[config.mk]
export PLATFORM = sky130hd
export DESIGN_NAME = cdce62002_spi_config
export DESIGN_NICKNAME = d
export VERILOG_FILES = /design/src/rtl/cdce62002_spi_config.sv
export SDC_FILE = /design/constraint.sdc
export NUM_CORES = 1
export LEC_CHECK = 0
export BUFFER_PORTS_ARGS = -buffer_cell sky130_fd_sc_hd__buf_2
export CAP_MARGIN = 20
export CORE_MARGIN = 5
export CORE_UTILIZATION = 40
export CTS_CLUSTER_DIAMETER = 80
export DETAILED_ROUTE_END_ITERATION = 7
export GPL_TIMING_DRIVEN = 0
export PLACE_DENSITY = 0.66
export SLEW_MARGIN = 10
export SYNTH_ARGS = -nofsm -noshare
export SYNTH_HDL_FRONTEND = slang
export SYNTH_SLANG_ARGS = --single-unit
[constraint.sdc]
create_clock -name sysclk -period 2.4 [get_ports sysclk]
set_input_delay 0.24 -clock sysclk [delete_from_list [all_inputs] [get_ports sysclk]]
set_output_delay 0.24 -clock sysclk [all_outputs]
set_load 0.1 [all_outputs]
[src/rtl/cdce62002_spi_config.sv]
// SPI master that writes the two CDCE62002 configuration registers, reads both back
// and reports whether the readout (address nibble excluded) matches what was written.
module cdce62002_spi_config #(
    parameter logic [31:0] REG0_VALUE = 32'h0000_0000,
    parameter logic [31:0] REG1_VALUE = 32'h0000_0001,
    parameter int unsigned CLK_DIV    = 2,
    parameter int unsigned CS_GAP     = 2
) (
    input  logic sysclk,
    input  logic reset_INV,
    input  logic start,
    input  logic abort,
    output logic spi_clk,
    output logic spi_mosi,
    input  logic spi_miso,
    output logic spi_cs_INV,
    output logic busy,
    output logic done,
    output logic verify_ok,
    output logic fail_reg
);

    typedef enum logic [2:0] {
        S_IDLE,
        S_GAP,
        S_SHIFT_LO,
        S_SHIFT_HI,
        S_END,
        S_CHECK,
        S_DONE
    } state_t;

    localparam logic [7:0] DIV_LAST = 8'(CLK_DIV - 1);
    localparam logic [3:0] GAP_LAST = 4'(CS_GAP - 1);

    state_t      state, state_next;
    logic [7:0]  div_cnt, div_next;
    logic [4:0]  bit_cnt, bit_next;
    logic [2:0]  frame, frame_next;
    logic [3:0]  gap_cnt, gap_next;
    logic [27:0] shreg, shreg_next;
    logic [27:0] rd0, rd0_next;
    logic [1:0]  miso_sync;
    logic        clk_next, mosi_next, cs_next, busy_next, done_next, ok_next, fail_next;
    logic        tick, ok0, ok1;
    logic [4:0]  bit_inc;
    logic [31:0] tx_word;

    assign tick    = busy && (div_cnt == DIV_LAST);
    assign bit_inc = bit_cnt + 5'd1;
    // Only readout bits [31:4] are kept, so shreg ends up holding exactly the compared field
    assign ok0     = (rd0 == REG0_VALUE[31:4]);
    assign ok1     = (shreg == REG1_VALUE[31:4]);

    always_comb begin
        case (frame)
            3'd0:    tx_word = REG0_VALUE;
            3'd1:    tx_word = REG1_VALUE;
            3'd2:    tx_word = 32'h0000_000E;
            3'd4:    tx_word = 32'h0000_001E;
            default: tx_word = 32'h0000_0000;
        endcase
    end

    always_comb begin
        state_next = state;
        div_next   = (busy && !tick) ? div_cnt + 8'd1 : 8'd0;
        bit_next   = bit_cnt;
        frame_next = frame;
        gap_next   = gap_cnt;
        shreg_next = shreg;
        rd0_next   = rd0;
        clk_next   = spi_clk;
        mosi_next  = spi_mosi;
        cs_next    = spi_cs_INV;
        busy_next  = busy;
        done_next  = done;
        ok_next    = verify_ok;
        fail_next  = fail_reg;

        if (state == S_IDLE || state == S_DONE) begin
            if (start && !abort) begin
                state_next = S_GAP;
                busy_next  = 1'b1;
                done_next  = 1'b0;
                ok_next    = 1'b0;
                fail_next  = 1'b0;
                frame_next = 3'd0;
                gap_next   = 4'd0;
                bit_next   = 5'd0;
            end
        end else if (tick && abort) begin
            state_next = S_DONE;
            clk_next   = 1'b0;
            mosi_next  = 1'b0;
            cs_next    = 1'b1;
            busy_next  = 1'b0;
            done_next  = 1'b1;
            ok_next    = 1'b0;
            fail_next  = 1'b0;
        end else begin
            case (state)
                S_GAP: begin
                    if (tick) begin
                        if (gap_cnt == GAP_LAST) begin
                            gap_next   = 4'd0;
                            cs_next    = 1'b0;
                            bit_next   = 5'd0;
                            mosi_next  = tx_word[0];
                            state_next = S_SHIFT_LO;
                        end else begin
                            gap_next = gap_cnt + 4'd1;
                        end
                    end
                end
                S_SHIFT_LO: begin
                    if (tick) begin
                        clk_next   = 1'b1;
                        state_next = S_SHIFT_HI;
                        if (bit_cnt >= 5'd4) shreg_next = {miso_sync[1], shreg[27:1]};
                    end
                end
                S_SHIFT_HI: begin
                    if (tick) begin
                        clk_next = 1'b0;
                        if (bit_cnt == 5'd31) begin
                            cs_next    = 1'b1;
                            mosi_next  = 1'b0;
                            state_next = S_END;
                        end else begin
                            bit_next   = bit_inc;
                            mosi_next  = tx_word[bit_inc];
                            state_next = S_SHIFT_LO;
                        end
                    end
                end
                S_END: begin
                    if (tick) begin
                        if (frame == 3'd3) rd0_next = shreg;
                        if (frame == 3'd5) begin
                            state_next = S_CHECK;
                        end else begin
                            frame_next = frame + 3'd1;
                            state_next = S_GAP;
                        end
                    end
                end
                S_CHECK: begin
                    // shreg still holds the reg1 readout captured in the final frame
                    ok_next    = ok0 && ok1;
                    fail_next  = ok0 && !ok1;
                    busy_next  = 1'b0;
                    done_next  = 1'b1;
                    state_next = S_DONE;
                end
                default: ;
            endcase
        end
    end

    always_ff @(posedge sysclk or negedge reset_INV) begin
        if (!reset_INV) begin
            state      <= S_IDLE;
            div_cnt    <= 8'd0;
            bit_cnt    <= 5'd0;
            frame      <= 3'd0;
            gap_cnt    <= 4'd0;
            shreg      <= 28'd0;
            rd0        <= 28'd0;
            miso_sync  <= 2'b00;
            spi_clk    <= 1'b0;
            spi_mosi   <= 1'b0;
            spi_cs_INV <= 1'b1;
            busy       <= 1'b0;
            done       <= 1'b0;
            verify_ok  <= 1'b0;
            fail_reg   <= 1'b0;
        end else begin
            state      <= state_next;
            div_cnt    <= div_next;
            bit_cnt    <= bit_next;
            frame      <= frame_next;
            gap_cnt    <= gap_next;
            shreg      <= shreg_next;
            rd0        <= rd0_next;
            miso_sync  <= {miso_sync[0], spi_miso};
            spi_clk    <= clk_next;
            spi_mosi   <= mosi_next;
            spi_cs_INV <= cs_next;
            busy       <= busy_next;
            done       <= done_next;
            verify_ok  <= ok_next;
            fail_reg   <= fail_next;
        end
    end

endmodule

==> key figures <==
Drt
  – DR iter-0 viols: 169
  – Routed WL per cell: 16.41 um
  – ANT nets after route: 0
  – Pre-Repair DR Iteration Count: 4
  – DRC: 0
  – Final wirelength: 8813 um
  – Drt via density: 5.413
  – Via Count: 2907

Critical path
  – Critical path data required time: 2640 ps
  – Critical Path End Type: flop
  – Cell Chain, Critical Path: inv_1 > ha_2 > nor4bb_4 > nand2_2 > nor4b_4 > buf_4 > o31ai_4 > buf_4 > mux2_2
  – CP Class: reg2reg
  – Most frequent CP cell: buf_4
  – R2r setup slk: -20 ps
  – CP arrival: 2670 ps
  – CP max-delay cell: dfrtp_1
  – Setup crit start kind: flop
  – Delay of the slowest cell on the worst path: 420 ps
  – Max FO, Critical Path: 6

Global routing
  – Overflow after GRT: 0
  – GRT Util Overall: 0.1386
  – Antenna violations before repair: 0
  – Largest net degree at the start of global routing: 67
  – First-pass GRT wire length: 14630 um
  – Number of global-route vias before repair: 2999

Power and ir drop
  – Power, Total: 4962 uW
  – Clock share of power: 0.227
  – Sw Ratio: 0.4077
  – P_sw: 2023 uW
  – Pwr per Cell Area: 975.1 nW/um2
  – Combinational share of power: 0.394
  – Sequential power share: 0.379
  – Internal: 2939 uW
  – Worst IR Drop VDD: 0.8110 mV
  – Leak: 0.002462 uW

Timing
  – Final Hold Viols: 0
  – Fin crit share: 1.010
  – Max_slew headroom: 0.5437
  – Clock Skews: 14.27 ps
  – Fmax achieved: 0.4124 GHz
  – Tmin final: 2425 ps
  – Setup Viol. Count Final: 26
  – RSZ-0062 raised after global routing: true
  – Fin. max-slew vios: 0
  – Setup slack after layout: -24.75 ps
  – Worst-margin pin slew: 682.3 ps

Logic synthesis
  – Most used DFF post-synth: dfrtp_1
  – Seq/Total Area, Yosys: 0.5133
  – Post-synth EDFFs: 0
  – Synth area leaders: dfrtp_1 (51%), mux2_2 (10%), mux2_4 (7.0%), ha_1 (3.5%), nor4_1 (2.5%)
  – Post-Syn Area: 4293 um2
  – #FFs+latches synth: 88
  – Mapped Cells: 347
  – Netlist cell types: 57
  – Synthesis warning total: 0
  – Net Count, Synth: 364
  – Mean post-synth cell area: 12.37 um2
  – Largest area contributor in the netlist: dfrtp_1
  – Post-synth ARST share: 1.000
  – Yosys top cell area share: 0.5071

Min path
  – Hold Crit Class: in2async

Die
  – Num rows: 37
  – Die Footprint: 12900 um2
  – IO Pins: 12
  – CORE AREA: 10420 um2
  – Die X: 113.6 um
  – Starting Density: 0.4121
  – Die height: 113.6 um

Clocking
  – Clk_lat worst skew: 360 ps
  – TritonCTS clock tree: done
  – H-Tree Level Count: 3
  – Worst-path clk slew: 100 ps
  – Clock buffer depth: 2
  – Clk sinks: 88
  – Clock root buffer: clkbuf_8
  – Num CTS Buffers: 9

Cells and area
  – Final Instance Count excl. Fillers: 537
  – Fill count: 906
  – Most frequent cells in the layout: dfrtp_1 (86), mux2_2 (37), buf_4 (22)
  – Fraction of layout cells with a size suffix above 1: 0.3666
  – Most common cell after layout, fill and taps aside: dfrtp_1
  – P&R area growth vs syn: 18.54%
  – Nets@finish: 413
  – ANT cells: 0
  – Biggest regs: rd0: 28 flops, shreg: 28 flops, div_cnt: 8 flops

Outcome
  – Run status: finished, violations left
  – Failing checks: setup timing

Place
  – Pre-CTS setup slack: -379.2 ps
  – Hpwl dp: 5654 um
  – PortBufs: 11
  – Inst Count DP: 495
  – Placer Congestion: 0.8410

Job
  – Max Cap Viol: 0
==> logic make-up after synthesis <==
kind of cell    synth area share
compound gates           0.07695
xor+xnor                 0.01632
fa+ha+maj                0.03497
buf+inv                  0.02856
flops                     0.5133
mux                       0.1743
simple gates              0.1556
==> Yosys cell counts (2+ instances only) <==
| cell type | instances |
|---|---|
| or4bb_1 | 2 |
| nor4_1 | 17 |
| nor2b_1 | 4 |
| ha_1 | 12 |
| buf_6 | 4 |
| nand4_1 | 7 |
| and3_1 | 4 |
| o21bai_1 | 3 |
| or3b_2 | 2 |
| a21oi_1 | 8 |
| buf_2 | 5 |
| dfrtp_1 | 87 |
| mux2_2 | 38 |
| o22ai_1 | 2 |
| o21ai_0 | 12 |
| a211o_1 | 2 |
| a31oi_1 | 5 |
| nand2_1 | 12 |
| xor2_1 | 6 |
| or4_1 | 2 |
| mux2i_1 | 2 |
| a21o_1 | 4 |
| mux2_4 | 20 |
| nand2b_1 | 3 |
| nor3_1 | 5 |
| o31ai_1 | 5 |
| inv_1 | 12 |
| nor2_1 | 19 |
| clkbuf_1 | 2 |
| nand3_1 | 12 |
| xnor2_1 | 2 |
| nor3b_1 | 2 |
==> per-stage QoR <==
step	TNS (ps)	area, um2	hold WS [ps]	utilization
2_1_floorplan	0	4294	-55.59	-
3_3_place_gp	-1761	4519	344.4	0.4339
3_5_place_dp	-2012	4549	171.9	0.4368
4_1_cts	0	4875	289.3	0.4680
5_1_grt	-3749	5089	304.1	0.4885
6_report	-256.3	5089	316.9	0.4885
==> metal layers <==
metal | wire length [um] | up-vias | GRT usage
met5 | 0 | - | 0
met4 | 144 | 0 | 0.04968
met3 | 464 | 12 | 0.03660
met2 | 4190 | 71 | 0.2273
met1 | 4014 | 1442 | 0.1769
li1 | - | 1382 | -
==> worst paths after layout <==
| path | startpoint | end | cells past startpoint |
|---|---|---|---|
| max | div_cnt[1] | shreg[3] | 9 |
| min | reset_INV | gap_cnt[2] | 2 |
| max reg2reg | div_cnt[1] | shreg[3] | 9 |
| min reg2reg | miso_sync[0] | miso_sync[1] | 0 |
| max in group asynchronous | reset_INV | busy | 3 |
| min in group sysclk | start | done | 4 |
==> worst max-delay path, delay by kind of cell (launching register included) <==
kind / cells / cell delay, ps
adders and majority gates: 1 / 170
muxes: 1 / 260
and+or+nand+nor: 3 / 920
AOI/OAI and AO/OA: 1 / 90
buffers and inverters: 3 / 450
DFF: 1 / 420
==> power by group through the flow <==
stage | Combinational (uW) | Clock [uW] | Sequential, uW
floorplan | 955 | 0 | 2220
global placement | 1630 | 0 | 1870
detailed placement | 1680 | 0 | 1870
CTS | 1780 | 1150 | 1840
global route | 2140 | 1230 | 1910
finish | 1960 | 1130 | 1880
==> timing repair <==
item                                   in CTS  in global routing
gates cloned                                0                  3
hold buffers                                2                  0
setup endpoints to repair                  45                 54
pin swaps                                   4                  9
setup buffers                               7                 14
endpoints found under the hold margin      22                  0
resized for setup                           8                 22
==> layout make-up <==
type / count / area, um2 / area share
clock buffer: 9 / 123.9 / 0.02434
buffer: 11 / 77.57 / 0.01524
timing repair buffer: 37 / 285.3 / 0.05606
sequential: 88 / 2205 / 0.4332
multi-input combinational: 237 / 2086 / 0.4099
clock inverter: 7 / 96.34 / 0.01893
tap: 136 / 170.2 / 0.03344
inverter: 12 / 45.04 / 0.008852
Note: power is estimated with default switching activity, not from simulation.
